===== config.mk =====
export PLATFORM = sky130hd
export DESIGN_NAME = alct_cfg_ctrl
export DESIGN_NICKNAME = d
export VERILOG_FILES = /design/src/rtl/alct_cfg_ctrl_pkg.sv /design/src/rtl/alct_msec_timer.sv /design/src/rtl/alct_cfg_ctrl.sv
export SDC_FILE = /design/constraint.sdc
export NUM_CORES = 1
export LEC_CHECK = 0
export CAP_MARGIN = 20
export CORE_ASPECT_RATIO = 1.25
export CORE_MARGIN = 3
export CORE_UTILIZATION = 50
export DETAILED_ROUTE_END_ITERATION = 10
export PLACE_DENSITY = 0.7
export SLEW_MARGIN = 20
export SYNTH_ARGS = -nofsm -noshare
export SYNTH_HDL_FRONTEND = slang
export SYNTH_SLANG_ARGS = --single-unit

===== constraint.sdc =====
create_clock -name clock -period 2.96 [get_ports clock]
set_clock_uncertainty 0.2 [all_clocks]
set_input_delay 0.592 -clock clock [delete_from_list [all_inputs] [get_ports clock]]
set_output_delay 0.592 -clock clock [all_outputs]
set_load 0.01 [all_outputs]

===== src/rtl/alct_cfg_ctrl_pkg.sv =====
// Shared types and constants for the ALCT configuration sequencer.
// ALCT_CFG_CTRL_DEBUG_EN selects the short debug ms period and the state-name port.
package alct_cfg_ctrl_pkg;

    localparam int DBG_MSEC_PERIOD = 5;
    localparam int RETRY_W         = 4;

    typedef enum logic [3:0] {
        ST_WAIT_UP  = 4'd0,
        ST_WAIT_VME = 4'd1,
        ST_PULSE    = 4'd2,
        ST_WAIT_CFG = 4'd3,
        ST_CHECK    = 4'd4,
        ST_OK       = 4'd5,
        ST_FAIL     = 4'd6
    } cfg_state_e;

    // Four-character ASCII tag shown on the debug display.
    function automatic logic [31:0] state_name(input cfg_state_e s);
        logic [31:0] r;
        case (s)
            ST_WAIT_UP:  r = "wup ";
            ST_WAIT_VME: r = "wvme";
            ST_PULSE:    r = "puls";
            ST_WAIT_CFG: r = "wcfg";
            ST_CHECK:    r = "chk ";
            ST_OK:       r = "ok  ";
            ST_FAIL:     r = "fail";
            default:     r = "????";
        endcase
        return r;
    endfunction

endpackage


===== src/rtl/alct_msec_timer.sv =====
// Millisecond prescaler plus saturating 16-bit millisecond counter.
// ALCT_CFG_CTRL_DEBUG_EN has no direct effect here; the period comes from the parent.
module alct_msec_timer #(
    parameter int PERIOD = 40078
) (
    input  logic        clock,
    input  logic        global_reset,
    input  logic        en,
    input  logic        clr,
    output logic        msec_tick,
    output logic [15:0] msec_cnt
);

    localparam logic [15:0] PRE_LAST = 16'(PERIOD - 1);

    logic [15:0] pre_q, pre_d;
    logic [15:0] cnt_q, cnt_d;
    logic        tick_q, tick_d;

    always_comb begin
        pre_d  = pre_q;
        cnt_d  = cnt_q;
        tick_d = 1'b0;
        if (clr) begin
            pre_d = '0;
            cnt_d = '0;
        end else if (en) begin
            if (pre_q == PRE_LAST) begin
                pre_d  = '0;
                tick_d = 1'b1;
                if (cnt_q != 16'hFFFF) cnt_d = cnt_q + 16'd1;
            end else begin
                pre_d = pre_q + 16'd1;
            end
        end
    end

    always_ff @(posedge clock or posedge global_reset) begin
        if (global_reset) begin
            pre_q  <= '0;
            cnt_q  <= '0;
            tick_q <= 1'b0;
        end else begin
            pre_q  <= pre_d;
            cnt_q  <= cnt_d;
            tick_q <= tick_d;
        end
    end

    assign msec_tick = tick_q;
    assign msec_cnt  = cnt_q;

endmodule


===== src/rtl/alct_cfg_ctrl.sv =====
// ALCT FPGA configuration sequencer: startup wait, config window, DONE check, hard-reset retries.
// Define ALCT_CFG_CTRL_DEBUG_EN for a 5-clock ms period and the ctrl_sm_dsp state-name port.
module alct_cfg_ctrl
    import alct_cfg_ctrl_pkg::*;
#(
    parameter int MSEC_TICKS = 40078,
    parameter int PULSE_CLKS = 40,
    parameter int MAX_RETRY  = 3
) (
    input  logic               clock,
    input  logic               global_reset,
    input  logic               power_up,
    input  logic               vme_ready,
    input  logic               reload_req,
    input  logic               retry_en,
    input  logic               alct_cfg_done,
    input  logic [15:0]        cfg_delay,
    output logic               alct_hard_reset,
    output logic               ctrl_busy,
    output logic               ctrl_ok,
    output logic               ctrl_fail,
    output logic               done_lost,
    output logic [RETRY_W-1:0] retry_cnt,
    output logic               msec_tick
`ifdef ALCT_CFG_CTRL_DEBUG_EN
    ,
    output logic [31:0]        ctrl_sm_dsp
`endif
);

    localparam int MS_PERIOD =
`ifdef ALCT_CFG_CTRL_DEBUG_EN
        DBG_MSEC_PERIOD;
`else
        MSEC_TICKS;
`endif

    localparam int                 PW          = $clog2(PULSE_CLKS + 1);
    localparam logic [PW-1:0]      PULSE_LAST  = PW'(PULSE_CLKS - 1);
    localparam logic [RETRY_W-1:0] MAX_RETRY_C = RETRY_W'(MAX_RETRY);

    cfg_state_e         state_q, state_d;
    logic               pwr_q, vme_q, reload_q;
    logic               done_m_q, done_s_q;
    logic [15:0]        delay_q, delay_d;
    logic [RETRY_W-1:0] retry_q, retry_d;
    logic               lost_q, lost_d;
    logic [PW-1:0]      pcnt_q, pcnt_d;
    logic               busy_q, ok_q, fail_q, hrst_q;
    logic               timer_en, timer_clr;
    logic [15:0]        msec_cnt;

    // Timer and delay latch restart on every entry into the config window.
    assign timer_en  = (state_q == ST_WAIT_CFG);
    assign timer_clr = (state_d == ST_WAIT_CFG) && (state_q != ST_WAIT_CFG);
    assign delay_d   = timer_clr ? cfg_delay : delay_q;

    alct_msec_timer #(
        .PERIOD(MS_PERIOD)
    ) u_msec_timer (
        .clock       (clock),
        .global_reset(global_reset),
        .en          (timer_en),
        .clr         (timer_clr),
        .msec_tick   (msec_tick),
        .msec_cnt    (msec_cnt)
    );

    always_comb begin
        state_d = state_q;
        retry_d = retry_q;
        lost_d  = lost_q;
        pcnt_d  = '0;
        case (state_q)
            ST_WAIT_UP:  if (pwr_q) state_d = ST_WAIT_VME;
            // No startup pulse: the ALCT is reset together with the TMB.
            ST_WAIT_VME: if (vme_q) state_d = ST_WAIT_CFG;
            ST_PULSE: begin
                if (pcnt_q == PULSE_LAST) state_d = ST_WAIT_CFG;
                else                      pcnt_d  = pcnt_q + 1'b1;
            end
            ST_WAIT_CFG: if (msec_cnt >= delay_q) state_d = ST_CHECK;
            ST_CHECK: begin
                if (done_s_q) begin
                    state_d = ST_OK;
                end else if (retry_en && (retry_q < MAX_RETRY_C)) begin
                    retry_d = retry_q + 1'b1;
                    state_d = ST_PULSE;
                end else begin
                    state_d = ST_FAIL;
                end
            end
            ST_OK: begin
                if (reload_q) begin
                    retry_d = '0;
                    lost_d  = 1'b0;
                    state_d = ST_PULSE;
                end else if (!done_s_q) begin
                    lost_d  = 1'b1;
                    state_d = ST_FAIL;
                end
            end
            ST_FAIL: begin
                if (reload_q) begin
                    retry_d = '0;
                    lost_d  = 1'b0;
                    state_d = ST_PULSE;
                end
            end
            default: state_d = ST_FAIL;
        endcase
    end

    always_ff @(posedge clock or posedge global_reset) begin
        if (global_reset) begin
            state_q  <= ST_WAIT_UP;
            pwr_q    <= 1'b0;
            vme_q    <= 1'b0;
            reload_q <= 1'b0;
            done_m_q <= 1'b0;
            done_s_q <= 1'b0;
            delay_q  <= '0;
            retry_q  <= '0;
            lost_q   <= 1'b0;
            pcnt_q   <= '0;
            busy_q   <= 1'b0;
            ok_q     <= 1'b0;
            fail_q   <= 1'b0;
            hrst_q   <= 1'b0;
        end else begin
            state_q  <= state_d;
            pwr_q    <= power_up;
            vme_q    <= vme_ready;
            reload_q <= reload_req;
            done_m_q <= alct_cfg_done;
            done_s_q <= done_m_q;
            delay_q  <= delay_d;
            retry_q  <= retry_d;
            lost_q   <= lost_d;
            pcnt_q   <= pcnt_d;
            busy_q   <= (state_q == ST_WAIT_UP) || (state_q == ST_WAIT_VME) ||
                        (state_q == ST_PULSE)   || (state_q == ST_WAIT_CFG) ||
                        (state_q == ST_CHECK);
            ok_q     <= (state_q == ST_OK);
            fail_q   <= (state_q == ST_FAIL);
            hrst_q   <= (state_q == ST_PULSE);
        end
    end

    assign alct_hard_reset = hrst_q;
    assign ctrl_busy       = busy_q;
    assign ctrl_ok         = ok_q;
    assign ctrl_fail       = fail_q;
    assign done_lost       = lost_q;
    assign retry_cnt       = retry_q;

`ifdef ALCT_CFG_CTRL_DEBUG_EN
    assign ctrl_sm_dsp = state_name(state_q);
`endif

endmodule


Yosys cells after proc, flatten, opt, wreduce, memory -nomap -nowiden. Index checks and enable logic that the tools add are counted.

Output and inout bits: 10. Bits in registers: 73. Word-level logic and storage cells: 85. Bits of input ports: 23.

Magnitude comparators: 2. Equality and inequality tests: 16. Add/subtract/negate cells: 4. Mux-type cells: 30. Reduce and logical (&&, ||, !) cells: 16.

Operator list (count): 16-bit two-way mux (7); 4-bit two-way mux (10); 16-bit by 1-bit adder with 16-bit output, second input constant (2); 4-bit case mux with 7 select lines (1); 16-bit == test, second input constant (1); 16-bit greater-or-equal comparator (1); 16-bit != test, second input constant (1); 4-bit by 2-bit == test with 1-bit output, second input constant (3); 4-bit by 3-bit == test with 1-bit output, second input constant (3); 6-bit two-way mux (2); 2-bit nonzero test (5); 4-bit case mux with 2 select lines (1); 6-bit by 1-bit adder with 6-bit output, second input constant (1); 6-bit == test, second input constant (1); 1-bit two-way mux (6); 3-bit two-way mux (2); 2-bit != test, second input constant (3); 3-bit AND reduction (2); 4-bit by 1-bit adder with 4-bit output, second input constant (1); 4-bit by 1-bit == test with 1-bit output, second input constant (1); 4-bit zero test (1); 1-bit logical OR (4); 4-bit by 2-bit < comparator with 1-bit output, second input constant (1); 4-bit by 2-bit != test with 1-bit output, second input constant (1); 6 further kinds (7).

Depth between registers and ports, before layout. Gate-level depths: netlist (run 1).

Depth after elaboration: 9. Gate-level depth with buffers: 8. Depth with buffers taken out: 7.

Hierarchy. A second synthesis (run 1) with hierarchy kept.

Cell total of the unflattened synthesis: 364. Area total of the unflattened synthesis: 3837.4 µm².

By module, submodules not included: alct_cfg_ctrl (times used 1, seq. area each 1001.0 µm², cells each 179, area each 2053.2 µm²); alct_msec_timer (times used 1, seq. area each 825.8 µm², cells each 185, area each 1784.2 µm²).

Least setup slack after synthesis (run 1). Ideal clock, no wire load.

Kind: reg2reg. From: register state_q[2]. To: register delay_q[0]. Stages on the path, launching flop included: 7. Clock period less this slack: 2379 ps. Arrival: 2055 ps. Slack: 581 ps. Required time: 2635 ps. Library setup time: 125 ps. Buffers on the path: 2. Cell sequence: dfrtp_1 > buf_2 > or4b_1 > nor3_2 > a2bb2oi_2 > buf_4 > mux2_2.

Longest elaborated chain between the ends: 5. Elaborated cells between the ends (all ways): 18. Those cells by class: eq/ne (8); mux (8); reduce/logical (2).

Ends and longest elaborated chain: start: declaration (RTL line alct_cfg_ctrl.sv:42) `cfg_state_e state_q, state_d;`; start signal: assignment (RTL line alct_cfg_ctrl.sv:131) `state_q <= state_d;`; 4-bit two-way mux (RTL line alct_cfg_ctrl.sv:98) `end else if (!done_s_q) begin`; 4-bit two-way mux (RTL line alct_cfg_ctrl.sv:94) `if (reload_q) begin`; 4-bit case mux with 7 select lines (RTL line alct_cfg_ctrl.sv:74) `case (state_q)`; 4-bit by 2-bit == test with 1-bit output (RTL line alct_cfg_ctrl.sv:55) `assign timer_clr = (state_d == ST_WAIT_CFG) && (state_q != ST_WAIT_CFG);`; 1-bit logical AND * (RTL line alct_cfg_ctrl.sv:55); end signal: assignment (RTL line alct_cfg_ctrl.sv:137) `delay_q <= delay_d;`; end: declaration (RTL line alct_cfg_ctrl.sv:45) `logic [15:0] delay_q, delay_d;`.

Mark *: on every way between the ends. The rest lies on a longest branch, timed or not. A chain may end at the register's enable or synchronous reset.

Final worst setup path (run 1).
From: register state_q[0]. To: register delay_q[7].

Same word-level chain as after synthesis.

==> results of run 1 <==
-- logic make-up after synthesis --
kind of cell / Yosys count / synth area share
and+or+nand+nor: 159 / 0.2196
AOI/OAI and AO/OA: 91 / 0.1568
DFF: 73 / 0.4681
buffers and inverters: 44 / 0.04873
adders and majority gates: 21 / 0.06733
xor gates and xnor gates: 10 / 0.02244
muxes: 6 / 0.01603
other: 1 / 0.0009609
-- power by group --
group / switching, mW / internal [mW]
sequential: 0.0372 / 1.05
clock: 0.412 / 0.398
combinational: 0.102 / 0.115
total: 0.550 / 1.56
-- layout make-up --
class                   count  area, um^2
well taps                  92       115.1
fillers                   623        2904
clock inverters             7       77.57
flip-flops and latches     73        1827
clock buffers               9       123.9
inverters                  29       108.9
multi-input cells         288        1897
repair buffers             44       435.4
-- layout by cell type (no fill, tap or decap), types with 2 or more instances in the layout --
cell	Yosys	layout
dfrtp_1	73	73
nand2_1	41	41
clkdlybuf4s50_1	0	32
nor2_1	31	31
inv_1	29	28
o21ai_0	22	22
ha_1	21	21
a21oi_1	18	18
nor3_1	15	15
nand3_1	15	15
buf_4	3	10
a21o_1	9	9
clkbuf_8	0	9
nor4_1	8	8
nand4_1	8	8
o22ai_1	8	8
xnor2_1	7	7
or3_1	6	6
and3_1	5	5
o2bb2ai_1	5	5
nor3b_1	4	4
o211ai_1	4	4
mux2i_1	4	4
a2111oi_0	3	3
nand2b_1	3	3
nand3b_1	3	3
xor2_1	3	3
inv_6	0	3
mux2_2	2	2
nor2b_1	2	2
nand4bb_1	2	2
nor4b_1	2	2
o21a_1	2	2
a22o_1	2	2
a211oi_1	2	2
and3b_1	2	2
buf_12	0	2
-- cell usage after synthesis (9+ instances only) --
library cell and count:
nor3_1 15, dfrtp_1 73, nand2_1 41, a21o_1 9, nand3_1 15, ha_1 21
a21oi_1 18, inv_1 29, o21ai_0 22, nor2_1 31
-- worst register-to-register path, delay by kind of cell (launching register included) --
| family | cells | cell delay, ns |
|---|---|---|
| AO/OA/AOI/OAI | 4 | 1.01 |
| buffers and inverters | 3 | 0.71 |
| flip-flops | 1 | 0.52 |
| AND/OR/NAND/NOR | 1 | 0.08 |
-- worst paths after layout --
path / from / endpoint / slack (ns) / cells past startpoint
max reg2reg: state_q[0] / delay_q[7] / 0.35 / 8
min reg2reg: done_m_q / done_s_q / 0.15 / 0
min in group asynchronous: global_reset / u_msec_timer.msec_cnt[10] / 0.39 / 3
min: done_m_q / done_s_q / 0.15 / 0
max in group asynchronous: global_reset / done_m_q / 1.79 / 3
max: state_q[0] / delay_q[7] / 0.35 / 8
-- per-layer routing --
| metal | track usage | share of wire | vias up |
|---|---|---|---|
| met5 | 0 | 0 | - |
| met4 | 0.08710 | 0.021 | 0 |
| met1 | 0.2390 | 0.46 | 1465 |
| met3 | 0.03391 | 0.031 | 13 |
| li1 | - | - | 1539 |
| met2 | 0.2950 | 0.49 | 42 |
-- flip-flops by register name, indices dropped and copies added (netlist names) --
signal                  cells
alct_hard_reset             1
ctrl_busy                   1
ctrl_fail                   1
ctrl_ok                     1
delay_q                    16
done_lost                   1
done_m_q                    1
done_s_q                    1
pcnt_q                      6
pwr_q                       1
reload_q                    1
retry_cnt                   4
state_q                     4
u_msec_timer.msec_cnt      16
u_msec_timer.msec_tick      1
u_msec_timer.pre_q         16
vme_q                       1
==> summary.md, run 1 <==
| Metric | Value |
|---|---|
| Share of layout cells above drive strength 1 | `0.09556` |
| Worst vdd ir | `0.2912 mV` |
| Die height | `104.8 um` |
| Placed cell areas | `0.004383 mm^2` |
| Synth cell types | `65` |
| IO Pins | `33` |
| Worst path required time | `3.03 ns` |
| Area growth, synth to finish | `17.47%` |
| Setup TNS | `0 ns` |
| Initial antenna violation count | `0` |
| CTS buffer count | `9` |
| Die X | `85.02 um` |
| Synth top area cells | `dfrtp_1, ha_1, nand2_1, nor2_1, o21ai_0` |
| Pwr dens | `461.3 mW/mm^2` |
| Mapped cell area | `0.003902 mm^2` |
| Post-DRT Antenna Nets | `0` |
| Core Util, Final | `0.6122` |
| DRT Wirelength | `7.636 mm` |
| Max Cap Viol | `0` |
| Cells after DPL | `526` |
| First-pass GRT wire length | `13.40 mm` |
| Setup violators final | `0` |
| Final slew viol count | `0` |
| Fin crit period | `2.608 ns` |
| Crit. End Element | `register` |
| Synth area leader | `dfrtp_1` |
| Global-route congestion overflow total | `0` |
| Clock buffer depth | `2` |
| Critical Path Fanout Max | `39` |
| Crit path kind | `reg -> reg` |
| RSZ-0062 raised after global routing | `false` |
| Sequential area share after synthesis | `0.4681` |
| PortBufs | `32` |
| Post-CTS Resized | `0` |
| DP HPWL | `5.240 mm` |
| Most used cell, CP | `buf_4` |
| DR WL/cell | `14.09 um` |
| Cell family with most CP delay | `compound AO/OA/AOI/OAI gates` |
| Async SR Flop Fraction | `1.000` |
| Post-Layout Cell Count | `542` |
| Total GRT Usage | `0.1842` |
| DRC viols | `0` |
| Core box area | `0.007488 mm^2` |
| Final Hold Viols | `0` |
| Synth top area share | `0.4681` |
| CTS sink count | `73` |
| CTS tree | `built` |
| CP Launch Type | `register` |
| EDFF count, synth | `0` |
| Fmax | `383.4 MHz` |
| Clk Latency, worst-skew pair | `0.35 ns` |
| Initial Util | `0.5211` |
| CTS clock-pin slew for the worst setup and hold paths | `0.08 ns` |
| Peak per-stage delay on the critical path | `0.52 ns` |
| Row cnt | `35` |
| Critical path buffer and inverter count | `3` |
| Worst hold slack | `0.1491 ns` |
| Rel. slew slack | `0.5021` |
| Via count | `3059` |
| CTS H-Tree Depth | `3` |
| Nets | `489` |
| Total chip power | `2.115 mW` |
| Final Instance Area | `0.004584 mm^2` |
| Vias in the first global route | `2990` |
| Final Cycle Share | `0.8812` |
| Avg Inst Size Synth | `9.636 um^2` |
| WP data arrival | `2.68 ns` |
| Inserted Diodes | `0` |
| Synthesized instance count | `405` |
| Die area | `0.008908 mm^2` |
| Post-CTS Hold Buffers | `0` |
| Worst setup margin | `0.3516 ns` |
| Mapped Nets | `449` |
| Iter 0 DRT Violations | `130` |
| Warnings, synthesis | `0` |
| CP cell instances | `a21bo_2 > a2111oi_0 > buf_4 > a2bb2oi_4 > buf_12 > buf_4 > nand2_1 > o21ai_0` |
| Pre-Repair DR Iteration Count | `4` |
| Critical-path top delay cell | `dfrtp_1` |
| Worst Tran Pin Value | `0.7400 ns` |
| Primary FF master, synth | `dfrtp_1` |
| Vias/cell | `5.644` |
| Setup bufs post-CTS | `0` |
| Clk root buf | `clkbuf_8` |
| Tightest Hold Check Type | `reg -> reg` |
| Setup slack at placement | `0.3415 ns` |
| Largest net degree at the start of global routing | `74` |
| #FFs+latches synth | `73` |
| Routability cong. | `0.8393` |
| Status | `finished clean` |
| Static Leak | `1.996 nW` |
No activity file was read; power rests on OpenSTA's default activity.
==> run 2, diff against run 1 <==
- CORE_UTILIZATION: 50 -> 40
- PLACE_DENSITY: 0.7 -> 0.59
==> summary.md, run 2 (synthesized netlist as in run 1, its figures left out) <==
| Metric | Value |
|---|---|
| Most common cell after layout, fill and taps aside | `dfrtp_1` |
| Area growth, synth to finish | `20.90%` |
| Critical-path top delay cell | `a2111oi_0` |
| Via count | `3061 (+0.065%)` |
| Peak per-stage delay on the critical path | `0.51 ns (about the same)` |
| Initial antenna violation count | `0 (unchanged)` |
| Clock buffer depth | `2 (unchanged)` |
| WP data arrival | `2.56 ns (-0.12 ns)` |
| Hold path depth | `0 (unchanged)` |
| Global-route congestion overflow total | `0 (unchanged)` |
| Max Cap Viol | `0 (unchanged)` |
| Static Leak | `2.053 nW (+2.8%)` |
| IO Pins | `33 (unchanged)` |
| Largest net degree at the start of global routing | `31 (-58%)` |
| Final slew viol count | `0 (unchanged)` |
| Core box area | `0.009320 mm^2 (+24%)` |
| Setup violators final | `0 (unchanged)` |
| P_sw | `539.1 uW (-2.0%)` |
| DP HPWL | `5.763 mm (+10%)` |
| CTS buffer count | `9 (unchanged)` |
| PortBufs | `32 (unchanged)` |
| CTS sink count | `73 (unchanged)` |
| Die X | `94.35 um (+11%)` |
| Most frequent cells in the layout | `dfrtp_1, nand2_1, clkdlybuf4s50_1` |
| CTS tree | `built` |
| Cell family with most CP delay | `compound AO/OA/AOI/OAI gates` |
| Total GRT Usage | `0.1617 (-0.02254)` |
| Critical Path Stages | `8 (unchanged)` |
| Crit. End Element | `register` |
| Post-DRT Antenna Nets | `0 (unchanged)` |
| Sw Share | `0.2279 (-0.03238)` |
| Nets | `491 (+0.41%)` |
| Cells after DPL | `559 (+6.3%)` |
| Setup bufs post-CTS | `0 (unchanged)` |
| Post-CTS Resized | `0 (unchanged)` |
| Worst vdd ir | `0.3129 mV (+7.5%)` |
| FF/Latch Area | `0.001827 mm^2 (unchanged)` |
| Inserted Diodes | `0 (unchanged)` |
| Setup slack at placement | `0.4220 ns (+0.08047 ns)` |
| Fin crit period | `2.526 ns (-0.08283 ns)` |
| Cell count of the worst reg-to-reg path | `8 (unchanged)` |
| Initial Util | `0.4187 (-0.1024)` |
| Fmax | `395.9 MHz (+3.3%)` |
| Multi-input gate area | `0.001897 mm^2 (unchanged)` |
| Clock power share | `0.447 (+0.064)` |
| Status | `finished clean` |
| Routability cong. | `0.8010 (-4.6%)` |
| Share of layout cells above drive strength 1 | `0.09735 (+0.001790)` |
| Row cnt | `39 (+11%)` |
| Critical Path Fanout Max | `16 (-59%)` |
| Core Util, Final | `0.5062 (-0.1060)` |
| RSZ-0062 raised after global routing | `false` |
| DRC viols | `0 (unchanged)` |
| CTS clock-pin slew for the worst setup and hold paths | `0.05 ns (-0.03 ns)` |
| CP cell instances | `buf_4 > a21bo_2 > a2111oi_0 > buf_4 > a2bb2oi_4 > buf_4 > o22ai_1 > a21o_1` |
| Crit path kind | `reg -> reg` |
| Critical path buffer and inverter count | `3 (unchanged)` |
| Final Cycle Share | `0.8532 (-0.02798)` |
| Worst setup margin | `0.4344 ns (+0.08283 ns)` |
| Internal power | `1.827 mW (+17%)` |
| Clk root buf | `clkbuf_16` |
| Vias in the first global route | `3035 (+1.5%)` |
| Vias/cell | `5.323 (-5.7%)` |
| Iter 0 DRT Violations | `120 (-7.7%)` |
| Final Hold Viols | `0 (unchanged)` |
| Pwr dens | `501.4 mW/mm^2 (+8.7%)` |
| Worst hold slack | `0.1473 ns (-0.001787 ns)` |
| DR WL/cell | `13.97 um (-0.88%)` |
| Most used cell, CP | `buf_4` |
| Post-Layout Cell Count | `575 (+6.1%)` |
| Worst Tran Pin Value | `0.7109 ns (-0.02911 ns)` |
| Fillers | `868 (+39%)` |
| Die height | `116.4 um (+11%)` |
| Post-CTS Hold Buffers | `0 (unchanged)` |
| Worst path required time | `2.99 ns (-0.04 ns)` |
| Tightest Hold Check Type | `reg -> reg` |
| Rel. slew slack | `0.5217 (+0.01958)` |
| DRT Wirelength | `8.030 mm (+5.2%)` |
| CP Launch Type | `register` |
| CTS H-Tree Depth | `3 (unchanged)` |
| Sequential share of power | `0.461 (-0.054)` |
| Clk Latency, worst-skew pair | `0.34 ns (about the same)` |
| Setup TNS | `0 ns (unchanged)` |
| Die area | `0.01098 mm^2 (+23%)` |
| Pre-Repair DR Iteration Count | `4 (unchanged)` |
| Comb power frac | `0.093 (-0.009)` |
| First-pass GRT wire length | `13.90 mm (+3.8%)` |
## run 2: cell count changes in the layout (fill, tap and decap cells not counted), sizes merged
cell | previous run | this run
clkinvlp | 1 | 0
clkbuf | 9 | 14
bufinv | 1 | 0
inv | 32 | 29
buf | 12 | 14
## run 2: final timing paths
path,from,end,slack [ns]
max,state_q[0],u_msec_timer.pre_q[8],0.43
min,done_m_q,done_s_q,0.15
max reg2reg,state_q[0],u_msec_timer.pre_q[8],0.43
min reg2reg,done_m_q,done_s_q,0.15
max in group asynchronous,global_reset,u_msec_timer.pre_q[13],1.81
min in group asynchronous,global_reset,pcnt_q[0],0.25
## run 2: routing by layer
| metal | global-route usage | up-vias | part of all wire |
|---|---|---|---|
| met4 | 0.07900 | 0 | 0.019 |
| met2 | 0.2732 | 30 | 0.49 |
| met5 | 0 | - | 0 |
| met1 | 0.1955 | 1470 | 0.46 |
| li1 | - | 1551 | - |
| met3 | 0.03479 | 10 | 0.028 |
## run 2: through the flow
| stage | area (um^2) | power, mW |
|---|---|---|
| floorplan | 3902 | 1.221 |
| global placement | 4424 | 1.326 |
| detailed placement | 4424 | 1.331 |
| CTS | 4718 | 2.395 |
| global route | 4718 | 2.467 |
| finish | 4718 | 2.366 |
## run 2: area by class of cell
cell class | count | share of cell area
Clock buffer | 14 | 0.06020
Inverter | 29 | 0.02307
Timing Repair Buffer | 46 | 0.09281
Multi-Input combinational cell | 288 | 0.4020
Clock inverter | 2 | 0.002121
Sequential cell | 73 | 0.3872
Tap cell | 123 | 0.03262
## run 2: power by group through the flow
stage	Clock, mW	Sequential [mW]	Combinational (mW)
3_5_place_dp	0	1.11	0.223
5_1_grt	1.12	1.10	0.253
4_1_cts	1.08	1.09	0.225
6_report	1.06	1.09	0.219
2_1_floorplan	0	1.11	0.114
3_3_place_gp	0	1.11	0.219
==> run 3, diff against run 2 <==
- CAP_MARGIN: 20 -> 30
==> results of run 3 <==
Same layout as run 2: the final DEF is identical, and so are final timing and power.
